File: src/rtl/shufflebias_pool_if.sv
`default_nettype none
// ============================================================================
// shufflebias_pool_if : control, per-row read and status bundle for shufflebias_pool.
// Rev 1.0
// ============================================================================
`ifndef GRID_LEN
`define GRID_LEN 4
`endif

interface shufflebias_pool_if #(
  parameter int W    = `GRID_LEN,
  parameter int ROWS = `GRID_LEN
);
  logic                     reshuffle;
  logic                     seed_load;
  logic [15:0]              seed;
  logic                     ready;
  logic [ROWS-1:0]          update;
  logic [ROWS*(W+1)-1:0]    rqindex;
  logic [ROWS*W-1:0]        busvalue;
  logic                     perm_error;

  modport master (
    output reshuffle, seed_load, seed, update, rqindex,
    input  ready, busvalue, perm_error
  );

  modport slave (
    input  reshuffle, seed_load, seed, update, rqindex,
    output ready, busvalue, perm_error
  );
endinterface

`default_nettype wire

File: src/rtl/shufflebias_pool.sv
`default_nettype none
// ============================================================================
// shufflebias_pool : ROWS LFSR-driven Fisher-Yates one-hot pools, registered per-row bias buses.
// Optional permutation checker built when SHUFFLEBIAS_CHECK_EN is defined.   Rev 1.0
// ============================================================================
`ifndef GRID_LEN
`define GRID_LEN 4
`endif

module shufflebias_pool #(
  parameter int          W    = `GRID_LEN,
  parameter int          ROWS = `GRID_LEN,
  parameter logic [15:0] SEED = 16'hACE1
) (
  input logic               clock,
  input logic               reset,
  shufflebias_pool_if.slave bus
);

  localparam int          L      = $clog2(W);
  localparam int          LW     = (L < 1) ? 1 : L;
  localparam int          RW     = (ROWS < 2) ? 1 : $clog2(ROWS);
  localparam logic [15:0] TAPS   = 16'hB400;
  localparam logic [LW-1:0] I_TOP  = LW'(W - 1);
  localparam logic [RW-1:0] R_LAST = RW'(ROWS - 1);

  typedef enum logic [0:0] {
    ST_SHUFFLE = 1'b0,
    ST_IDLE    = 1'b1
  } state_t;

  state_t          state_q, state_d;
  logic [RW-1:0]   row_q,   row_d;
  logic [LW-1:0]   idx_q,   idx_d;
  logic [15:0]     lfsr_q,  lfsr_d;
  logic [W-1:0]    pool_q [ROWS][W];
  logic [W-1:0]    pool_d [ROWS][W];

  logic [15:0]     lfsr_step;
  logic [LW-1:0]   draw;
  logic            pools_ready;

  assign lfsr_step   = {1'b0, lfsr_q[15:1]} ^ (lfsr_q[0] ? TAPS : 16'h0000);
  assign draw        = lfsr_q[LW-1:0];
  assign pools_ready = (state_q == ST_IDLE);
  assign bus.ready   = pools_ready;

  always_ff @(posedge clock or posedge reset) begin
    if (reset) begin
      state_q <= ST_SHUFFLE;
      row_q   <= '0;
      idx_q   <= I_TOP;
      lfsr_q  <= SEED;
      for (int r = 0; r < ROWS; r++) begin
        for (int k = 0; k < W; k++) begin
          pool_q[r][k] <= W'(1) << k;
        end
      end
    end else begin
      state_q <= state_d;
      row_q   <= row_d;
      idx_q   <= idx_d;
      lfsr_q  <= lfsr_d;
      pool_q  <= pool_d;
    end
  end

  always_comb begin
    state_d = state_q;
    row_d   = row_q;
    idx_d   = idx_q;
    lfsr_d  = lfsr_q;
    pool_d  = pool_q;
    case (state_q)
      ST_SHUFFLE: begin
        lfsr_d = lfsr_step;
        if (W < 2) begin
          state_d = ST_IDLE;
        end else if (draw <= idx_q) begin
          // Out-of-range draws are rejected and retried so every slot stays uniform.
          pool_d[row_q][idx_q] = pool_q[row_q][draw];
          pool_d[row_q][draw]  = pool_q[row_q][idx_q];
          if (idx_q == LW'(1)) begin
            if (row_q == R_LAST) begin
              state_d = ST_IDLE;
            end else begin
              row_d = row_q + 1'b1;
              idx_d = I_TOP;
            end
          end else begin
            idx_d = idx_q - 1'b1;
          end
        end
      end
      default: begin
        if (bus.seed_load) begin
          lfsr_d = (bus.seed == 16'h0000) ? SEED : bus.seed;
        end
        if (bus.reshuffle) begin
          state_d = ST_SHUFFLE;
          row_d   = '0;
          idx_d   = I_TOP;
        end
      end
    endcase
  end

  for (genvar gr = 0; gr < ROWS; gr++) begin : g_row
    logic [W-1:0] val_q, val_d;

    always_comb begin
      val_d = '0;
      for (int k = 0; k < W; k++) begin
        if (bus.rqindex[gr*(W+1) + k]) begin
          val_d = val_d | pool_q[gr][k];
        end
      end
    end

    always_ff @(posedge clock or posedge reset) begin
      if (reset) begin
        val_q <= '0;
      end else if (bus.update[gr] && pools_ready) begin
        val_q <= val_d;
      end
    end

    assign bus.busvalue[gr*W +: W] = val_q;
  end

`ifdef SHUFFLEBIAS_CHECK_EN
  logic         perm_err_q;
  logic         perm_bad;
  logic [W-1:0] cover_acc;

  always_comb begin
    perm_bad  = 1'b0;
    cover_acc = '0;
    for (int r = 0; r < ROWS; r++) begin
      cover_acc = '0;
      for (int k = 0; k < W; k++) begin
        cover_acc = cover_acc | pool_q[r][k];
        if ((pool_q[r][k] == '0) || ((pool_q[r][k] & (pool_q[r][k] - 1'b1)) != '0)) begin
          perm_bad = 1'b1;
        end
      end
      if (cover_acc != '1) begin
        perm_bad = 1'b1;
      end
    end
  end

  always_ff @(posedge clock or posedge reset) begin
    if (reset) begin
      perm_err_q <= 1'b0;
    end else if (perm_bad) begin
      perm_err_q <= 1'b1;
    end
  end

  assign bus.perm_error = perm_err_q;
`else
  assign bus.perm_error = 1'b0;
`endif

endmodule

`default_nettype wire

File: src/flat_wrapper.sv
// flat-port wrapper written by rule: the top's interface ports become plain ports
module shufflebias_pool_flat 
#(
  parameter int          W    = `GRID_LEN,
  parameter int          ROWS = `GRID_LEN,
  parameter logic [15:0] SEED = 16'hACE1
)
  (clock, reset, bus_reshuffle, bus_seed_load, bus_seed, bus_update, bus_rqindex, bus_ready, bus_busvalue, bus_perm_error);
  shufflebias_pool_if #(.W(W), .ROWS(ROWS)) bus_i ();
  input logic clock;
  input logic reset;
  input wire logic [$bits(bus_i.reshuffle)-1:0] bus_reshuffle;
  input wire logic [$bits(bus_i.seed_load)-1:0] bus_seed_load;
  input wire logic [$bits(bus_i.seed)-1:0] bus_seed;
  input wire logic [$bits(bus_i.update)-1:0] bus_update;
  input wire logic [$bits(bus_i.rqindex)-1:0] bus_rqindex;
  output wire logic [$bits(bus_i.ready)-1:0] bus_ready;
  output wire logic [$bits(bus_i.busvalue)-1:0] bus_busvalue;
  output wire logic [$bits(bus_i.perm_error)-1:0] bus_perm_error;
  assign bus_i.reshuffle = bus_reshuffle;
  assign bus_i.seed_load = bus_seed_load;
  assign bus_i.seed = bus_seed;
  assign bus_i.update = bus_update;
  assign bus_i.rqindex = bus_rqindex;
  assign bus_ready = bus_i.ready;
  assign bus_busvalue = bus_i.busvalue;
  assign bus_perm_error = bus_i.perm_error;
  shufflebias_pool #(.W(W), .ROWS(ROWS), .SEED(SEED)) u_core (.clock(clock), .reset(reset), .bus(bus_i));
endmodule
File: config.mk
export PLATFORM = sky130hd
export DESIGN_NAME = shufflebias_pool_flat
export DESIGN_NICKNAME = d
export VERILOG_FILES = /design/src/rtl/shufflebias_pool_if.sv /design/src/rtl/shufflebias_pool.sv /design/src/flat_wrapper.sv
export SDC_FILE = /design/constraint.sdc
export NUM_CORES = 1
export LEC_CHECK = 0
export ABC_AREA = 1
export BUFFER_PORTS_ARGS = -buffer_cell sky130_fd_sc_hd__buf_2
export CORE_MARGIN = 1.5
export CORE_UTILIZATION = 35
export CTS_BUF_LIST = sky130_fd_sc_hd__clkbuf_16
export DETAILED_ROUTE_END_ITERATION = 10
export GPL_TIMING_DRIVEN = 0
export PLACE_DENSITY_LB_ADDON = 0.25
export SETUP_SLACK_MARGIN = 0.4
export SYNTH_ARGS = -nofsm -noshare
export SYNTH_HDL_FRONTEND = slang
export SYNTH_SLANG_ARGS = --single-unit
File: constraint.sdc
create_clock -name clock -period 3.75 [get_ports clock]
set_input_delay 0.75 -clock clock [delete_from_list [all_inputs] [get_ports clock]]
set_output_delay 0.75 -clock clock [all_outputs]
set_load 0.02 [all_outputs]
* After elaboration in Yosys (flattened, before gate mapping)
Index checks and enable logic that the tools add are counted.
** Storage, ports and cells
- Register bits after elaboration :: 101
- Bits of input ports :: 44
- Output and inout bits :: 18
** Operators by class
- $add $sub $neg :: 2
- $lt $le $gt $ge :: 7
- Equal/unequal tests :: 6
- Multiplexer cells :: 54
- Bitwise operators :: 17
- Reductions and logical operators :: 13
** Operators by type and width (count)
- $bwmux W64 :: 2
- $mux W16 :: 8
- $mux W4 :: 22
- $demux W16 S2 :: 2
- $or A4 B4 Y4 :: 12
- $bmux W16 S2 :: 1
- $mux W2 :: 10
- $bmux W4 S2 :: 2
- $demux W4 S2 :: 2
- $logic_not A16 Y1 :: 1
- $xor A15 B16 Y16 :: 1
- $ge A3 B3 Y1 const B :: 3
- $lt A3 B1 Y1 const B :: 3
- $not A2 Y3 :: 3
- $logic_and A1 B1 Y1 :: 7
- $mux W1 :: 5
- $ne A2 B2 Y1 const B :: 2
- $reduce_and A4 Y1 :: 1
- $reduce_bool A2 Y1 :: 2
- $ne A3 B2 Y1 const B :: 1
- $reduce_and A3 Y1 :: 1
- $add A2 B1 Y2 const B :: 1
- $eq A2 B1 Y1 const B :: 1
- $eq A2 B2 Y1 const B :: 1
- 5 further kinds :: 5

* Longest topological paths before layout
- Depth in word-level cells :: 9
- Gate-level depth with buffers :: 13
- Mapped depth without buffers :: 12

* Worst setup path before layout
OpenSTA, ideal clock, no wires.
- Kind :: register -> register
- Start :: register u_core.lfsr_q[0]
- End :: register u_core.idx_q[0]
- Setup time :: 0.088 ns
- Data arrival time :: 1.920 ns
- Required time :: 3.662 ns
- Setup slack :: 1.742 ns
- Cell stages (with the launch flop) :: 11
- Buffers on the path :: 2
- Cells stage by stage :: dfstp_2 -> buf_6 -> inv_2 -> ha_1 -> nand2_1 -> nand2_1 -> nand2_1 -> buf_2 -> o22ai_1 -> o21ai_0 -> o21ai_0
** On the way
- Longest elaborated chain between the ends :: 3
** RTL lines
- start: declaration :: line shufflebias_pool.sv:35 : logic [15:0] lfsr_q, lfsr_d;
- start signal: assignment :: line shufflebias_pool.sv:63 : lfsr_q <= lfsr_d;
- $le A2 B2 Y1 :: line shufflebias_pool.sv:79 : end else if (draw <= idx_q) begin
- $reduce_bool A2 Y1 (no source line)
- $reduce_and A3 Y1 (no source line)
- end signal: assignment :: line shufflebias_pool.sv:62 : idx_q <= idx_d;
- end: declaration :: line shufflebias_pool.sv:34 : logic [LW-1:0] idx_q, idx_d;
Every way passes these cells.
A chain may end at the register's enable or synchronous reset.

* Final worst setup path
- Start :: register u_core.row_q[0]
- End :: register u_core.pool_q[16] (netlist bit)
** On the way
- Longest elaborated chain between the ends :: 9
- Elaborated cells between the ends (all ways) :: 19
** RTL lines
- start: declaration :: line shufflebias_pool.sv:33 : logic [RW-1:0] row_q, row_d;
- start signal: assignment :: line shufflebias_pool.sv:61 : row_q <= row_d;
- $not A2 Y3 (implied by the code) * :: line shufflebias_pool.sv:81, shufflebias_pool.sv:82
- $bmux W16 S2 :: line shufflebias_pool.sv:81, shufflebias_pool.sv:82
- $mux W16 (implied by the code) (2 in series) :: line shufflebias_pool.sv:81, shufflebias_pool.sv:82
- $bmux W4 S2 :: line shufflebias_pool.sv:81 : pool_d[row_q][idx_q] = pool_q[row_q][draw];
- $mux W4 (implied by the code) (2 in series) :: line shufflebias_pool.sv:81
- $bwmux W64 :: line shufflebias_pool.sv:81
- $bwmux W64 * :: line shufflebias_pool.sv:82 : pool_d[row_q][draw] = pool_q[row_q][idx_q];
- end signal: indexed assignment :: line shufflebias_pool.sv:56 : pool_q[r][k] <= W'(1) << k;
- end signal: assignment :: line shufflebias_pool.sv:64 : pool_q <= pool_d;
- end: declaration :: line shufflebias_pool.sv:36 : logic [W-1:0] pool_q [ROWS][W];
Mark *: on every way between the ends. The rest lies on a longest branch, timed or not. The select of a mux whose other input is x is not followed.

==> results by stage <==
Status:
- The run finished with clean final reports.

Placement:
- The weighted congestion at the end of routability-driven global placement is 0.991.
- The count of buffers inserted at the top-level ports is 56.
- The HPWL after detailed placement is 17.6 mm.
- In this run the cell area measured after placement is 7580 um^2.

CTS:
- The number of gates resized after cts is 0.
- Clock tree synthesis found a total of 101 sinks.
- The number of clock buffers added by TritonCTS is 9.
- TritonCTS built the clock tree.
- The post-CTS setup buffer count is 0.
- The maximum buffer depth of the clock tree is 2.
- The hold-fix buffer count after cts is 0.
- In this run the clock root is driven by a clkbuf_16.
- For the worst-skew pair, the clock arrives at the later sink with an insertion delay of 0.37 ns.
- The H-tree depth is 3.
- The clock-pin slew reported for the worst setup and hold paths after clock tree synthesis is 0.08 ns.

Drt:
- The number of vias after detailed routing is 6974.
- The initial detailed-routing violation count is 778.
- For this run, design rule violations remaining after detail routing come to 0.
- The per-cell routed wire length is 18.1 um.
- The via-per-instance ratio is 5.23.
- The total iterations of the first detailed-routing run is 6.
- The detailed-route wire length is 24.1 mm.
- In this run the remaining antenna-violating nets after routing total 0.

Power and ir drop:
- The worst voltage drop across the vdd grid is 0.433 mV.
- The overall power consumption is 0.00677 W.
- The areal power density over the cells is 859 nW/um^2.
- The leakage power is 3.87 nW.

Floorplan:
- The initial utilization of the core area, before any placement, comes to 35.6%.
- The die covers 20600 um^2.
- In this run the core area contains 51 standard-cell rows.
- The core region is 19500 um^2.
- The die boundary height is 144 um.
- The horizontal die dimension is 144 um.
- The top-level I/O count is 62.

Synth:
- The xor/xnor cell area share of the yosys netlist is 0.253%.
- For this run, the number of Yosys warnings is 0.
- The synthesized netlist devotes 42.6% of its cell area to simple gates.
- The fraction of the mapped netlist area in adder cells is 1.08%.
- In this run, synthesis inferred 0 flip-flops with an integrated enable.
- The count of cell types in the netlist is 37.
- The most instantiated flip-flop cell in the synthesis netlist is dfrtp_1.
- The number of register bits inferred by synthesis is 101.
- Summing every instance area after synthesis gives 6930 um^2.
- When the netlist entered floorplanning its net count stood at 1045.
- The combinational family with the most area after synthesis is simple AND/OR/NAND/NOR gates.
- In the synthesized netlist, mux cells make up 0% of the area.
- The share of the synthesized area in compound gates (AO/OA/AOI/OAI) is 12.8%.
- Counting flops with an async set or reset pin after synthesis yields a share of 100%.
- The post-synthesis average cell area is 6.96 um^2.
- Sequential cells were found to cover 37.0% of the synthesized design area.
- The synthesized instance count is 995.

Hold path:
- The worst hold path class is in -> async.

Global route:
- The via count of the first global-routing pass is 6620.
- The number of antenna violations at the first check in global routing came to 0.
- Across every metal layer, demand over resource in global routing totals 24.2%.
- The pin count of the biggest net entering global routing is 42.
- After global routing the overflow that remains totals 0.
- The first global-routing pass estimated 37.0 mm of wire.

STA:
- Setup violations remaining at the end of the flow were counted as 0.
- The time the worst path needs with I/O delays and setup is 2.58 ns.
- Between clock sinks in the finished design, the worst skew comes to 0.0143 ns.
- Static timing analysis puts the maximum clock frequency at 0.388 GHz.
- The slew at the pin closest to its max-slew limit is 0.643 ns.
- The max-slew violation count is 0.
- Adding up every negative setup slack in the final design gives 0 ns.
- The final hold violation count is 0.
- Setup repair after global routing left no endpoint under its margin.
- In this run the tightest slew margin relative to its limit is 56.7%.
- The minimum hold slack is 0.434 ns.
- Dividing the final minimum period by the clock period gives 68.8%.

Finish:
- The fraction of layout cells with a size suffix above 1 is 23.2%.
- From synthesis to final layout, the design area changed by 13.9%.
- The area of all placed cells without fillers is 7890 um^2.
- In the final design database the tool counted 1114 nets.
- The repair_antennas step left the layout with diodes totalling 0.

Critical path:
- STA classifies the critical path endpoint as a register.
- At the worst endpoint, the arrival time is 2.84 ns.
- At the worst endpoint, the required time is 4.01 ns.
- The worst setup path is launched from a register.
- The worst setup path category is reg -> reg.
- The maximum fanout along the worst path is 11.

Run:
- Max-cap violations in this run came to 0.
-- layout make-up --
cell class              count  area (um^2)
repair buffers             58          320
well taps                 265          332
fillers                  2052        11600
clock buffers               9          225
inverters                  73          280
clock inverters             7         78.8
flip-flops and latches    101         2560
multi-input cells         802         3940
plain buffers              19          156
-- Yosys cell counts (5+ instances only) --
master   instances  area share [%]
ha_1             6             1.1
nand2_4         11             1.8
nand2_1        468              25
nand2_2         19             1.7
dfrtp_1         75              27
buf_6            5            0.81
nand3_2         32             4.6
o22ai_1          9            0.81
a41oi_1         16             2.0
inv_1           26             1.4
a31oi_1          7            0.63
inv_2           45             2.4
dfstp_2         26             9.9
nor3_1           8            0.58
nand3_1         45             3.3
nor2_1          51             2.8
a21oi_1         16             1.2
o21ai_1         19             1.4
nor2_4           8             1.3
a21oi_4          8             1.9
nor2_2           7            0.63
o21ai_0         59             4.3
-- final timing paths --
path,to,cells past startpoint,slack (ns),start
worst max register to register,u_core.pool_q[16]$_DFFE_PP0P_,9,1.17,u_core.row_q[0]$_DFFE_PP0P_
worst min-delay path,u_core.pool_q[1]$_DFFE_PP0P_,2,0.43,reset
worst min register to register,u_core.lfsr_q[10]$_DFFE_PP1P_,2,0.47,u_core.lfsr_q[10]$_DFFE_PP1P_
max in group asynchronous,u_core.pool_q[54]$_DFFE_PP1P_,3,2.64,reset
min in group clock,u_core.lfsr_q[10]$_DFFE_PP1P_,2,0.47,u_core.lfsr_q[10]$_DFFE_PP1P_
worst max-delay path,u_core.pool_q[16]$_DFFE_PP0P_,9,1.17,u_core.row_q[0]$_DFFE_PP0P_
-- through the flow --
| step | instances | setup WS, ns | utilization (%) |
|---|---|---|---|
| floorplan | 995 | 1.74 | - |
| global placement | 1316 | 1.05 | 38.8 |
| detailed placement | 1318 | 1.25 | 39.0 |
| CTS | 1334 | 1.22 | 40.5 |
| global route | 1334 | 0.973 | 40.5 |
| finish | 1334 | 1.17 | 40.5 |
-- report_power, final --
part           leakage (nW)  switching [W]  internal, W  total [W]
Clock                 0.146       0.000457     0.000527   0.000985
Sequential             1.26       0.000387      0.00158    0.00197
Combinational          2.46        0.00278      0.00104    0.00382
Total                  3.87        0.00362      0.00315    0.00677
-- worst max-delay path, stage by stage (launching register included) --
cell and delay, ns:
dfrtp_1 0.58, inv_2 0.18, buf_6 0.19, ha_1 0.25
inv_1 0.28, nor2_1 0.18, o21ai_0 0.48, inv_1 0.17
nand2_1 0.10, nand2_1 0.05
-- registers in the layout (all words and copies together), names as in the netlist --
| register | count |
|---|---|
| u_core.bus.ready | 1 |
| u_core.pool_q | 64 |
| u_core.lfsr_q | 16 |
| u_core.row_q | 2 |
| u_core.idx_q | 2 |
| u_core.g_row.val_q | 16 |
-- cells in the final DEF, fill, tap and decap left out, types with 9 or more instances in the layout --
| cell | netlist | routed |
|---|---|---|
| nand2_1 | 468 | 468 |
| nor2_1 | 51 | 51 |
| o22ai_1 | 9 | 9 |
| a21oi_1 | 16 | 16 |
| o21ai_1 | 19 | 19 |
| dfstp_2 | 26 | 26 |
| nand2_4 | 11 | 11 |
| dfrtp_1 | 75 | 75 |
| o21ai_0 | 59 | 59 |
| nand3_2 | 32 | 32 |
| inv_2 | 45 | 45 |
| nand2_2 | 19 | 19 |
| a41oi_1 | 16 | 16 |
| inv_1 | 26 | 25 |
| nand3_1 | 45 | 45 |
| clkbuf_16 | 0 | 9 |
| buf_2 | 4 | 60 |
-- cells by family (layout without fill, tap and decap cells) --
kind of cell               count (synthesis)  count (layout)
adders and majority gates                  6               6
DFF                                      101             101
buffers and inverters                     92             166
and+or+nand+nor                          653             653
xor gates and xnor gates                   2               2
AOI/OAI and AO/OA                        140             140
other                                      1               1
-- per-layer routing --
metal	global-route usage, %	share of wire, %	vias to the layer above
met5	0	0	-
met3	4.80	7.8	70
li1	-	-	3344
met1	33.0	44	3267
met4	11.2	3.9	0
met2	36.9	45	293
(Power assumes the default switching activity.)
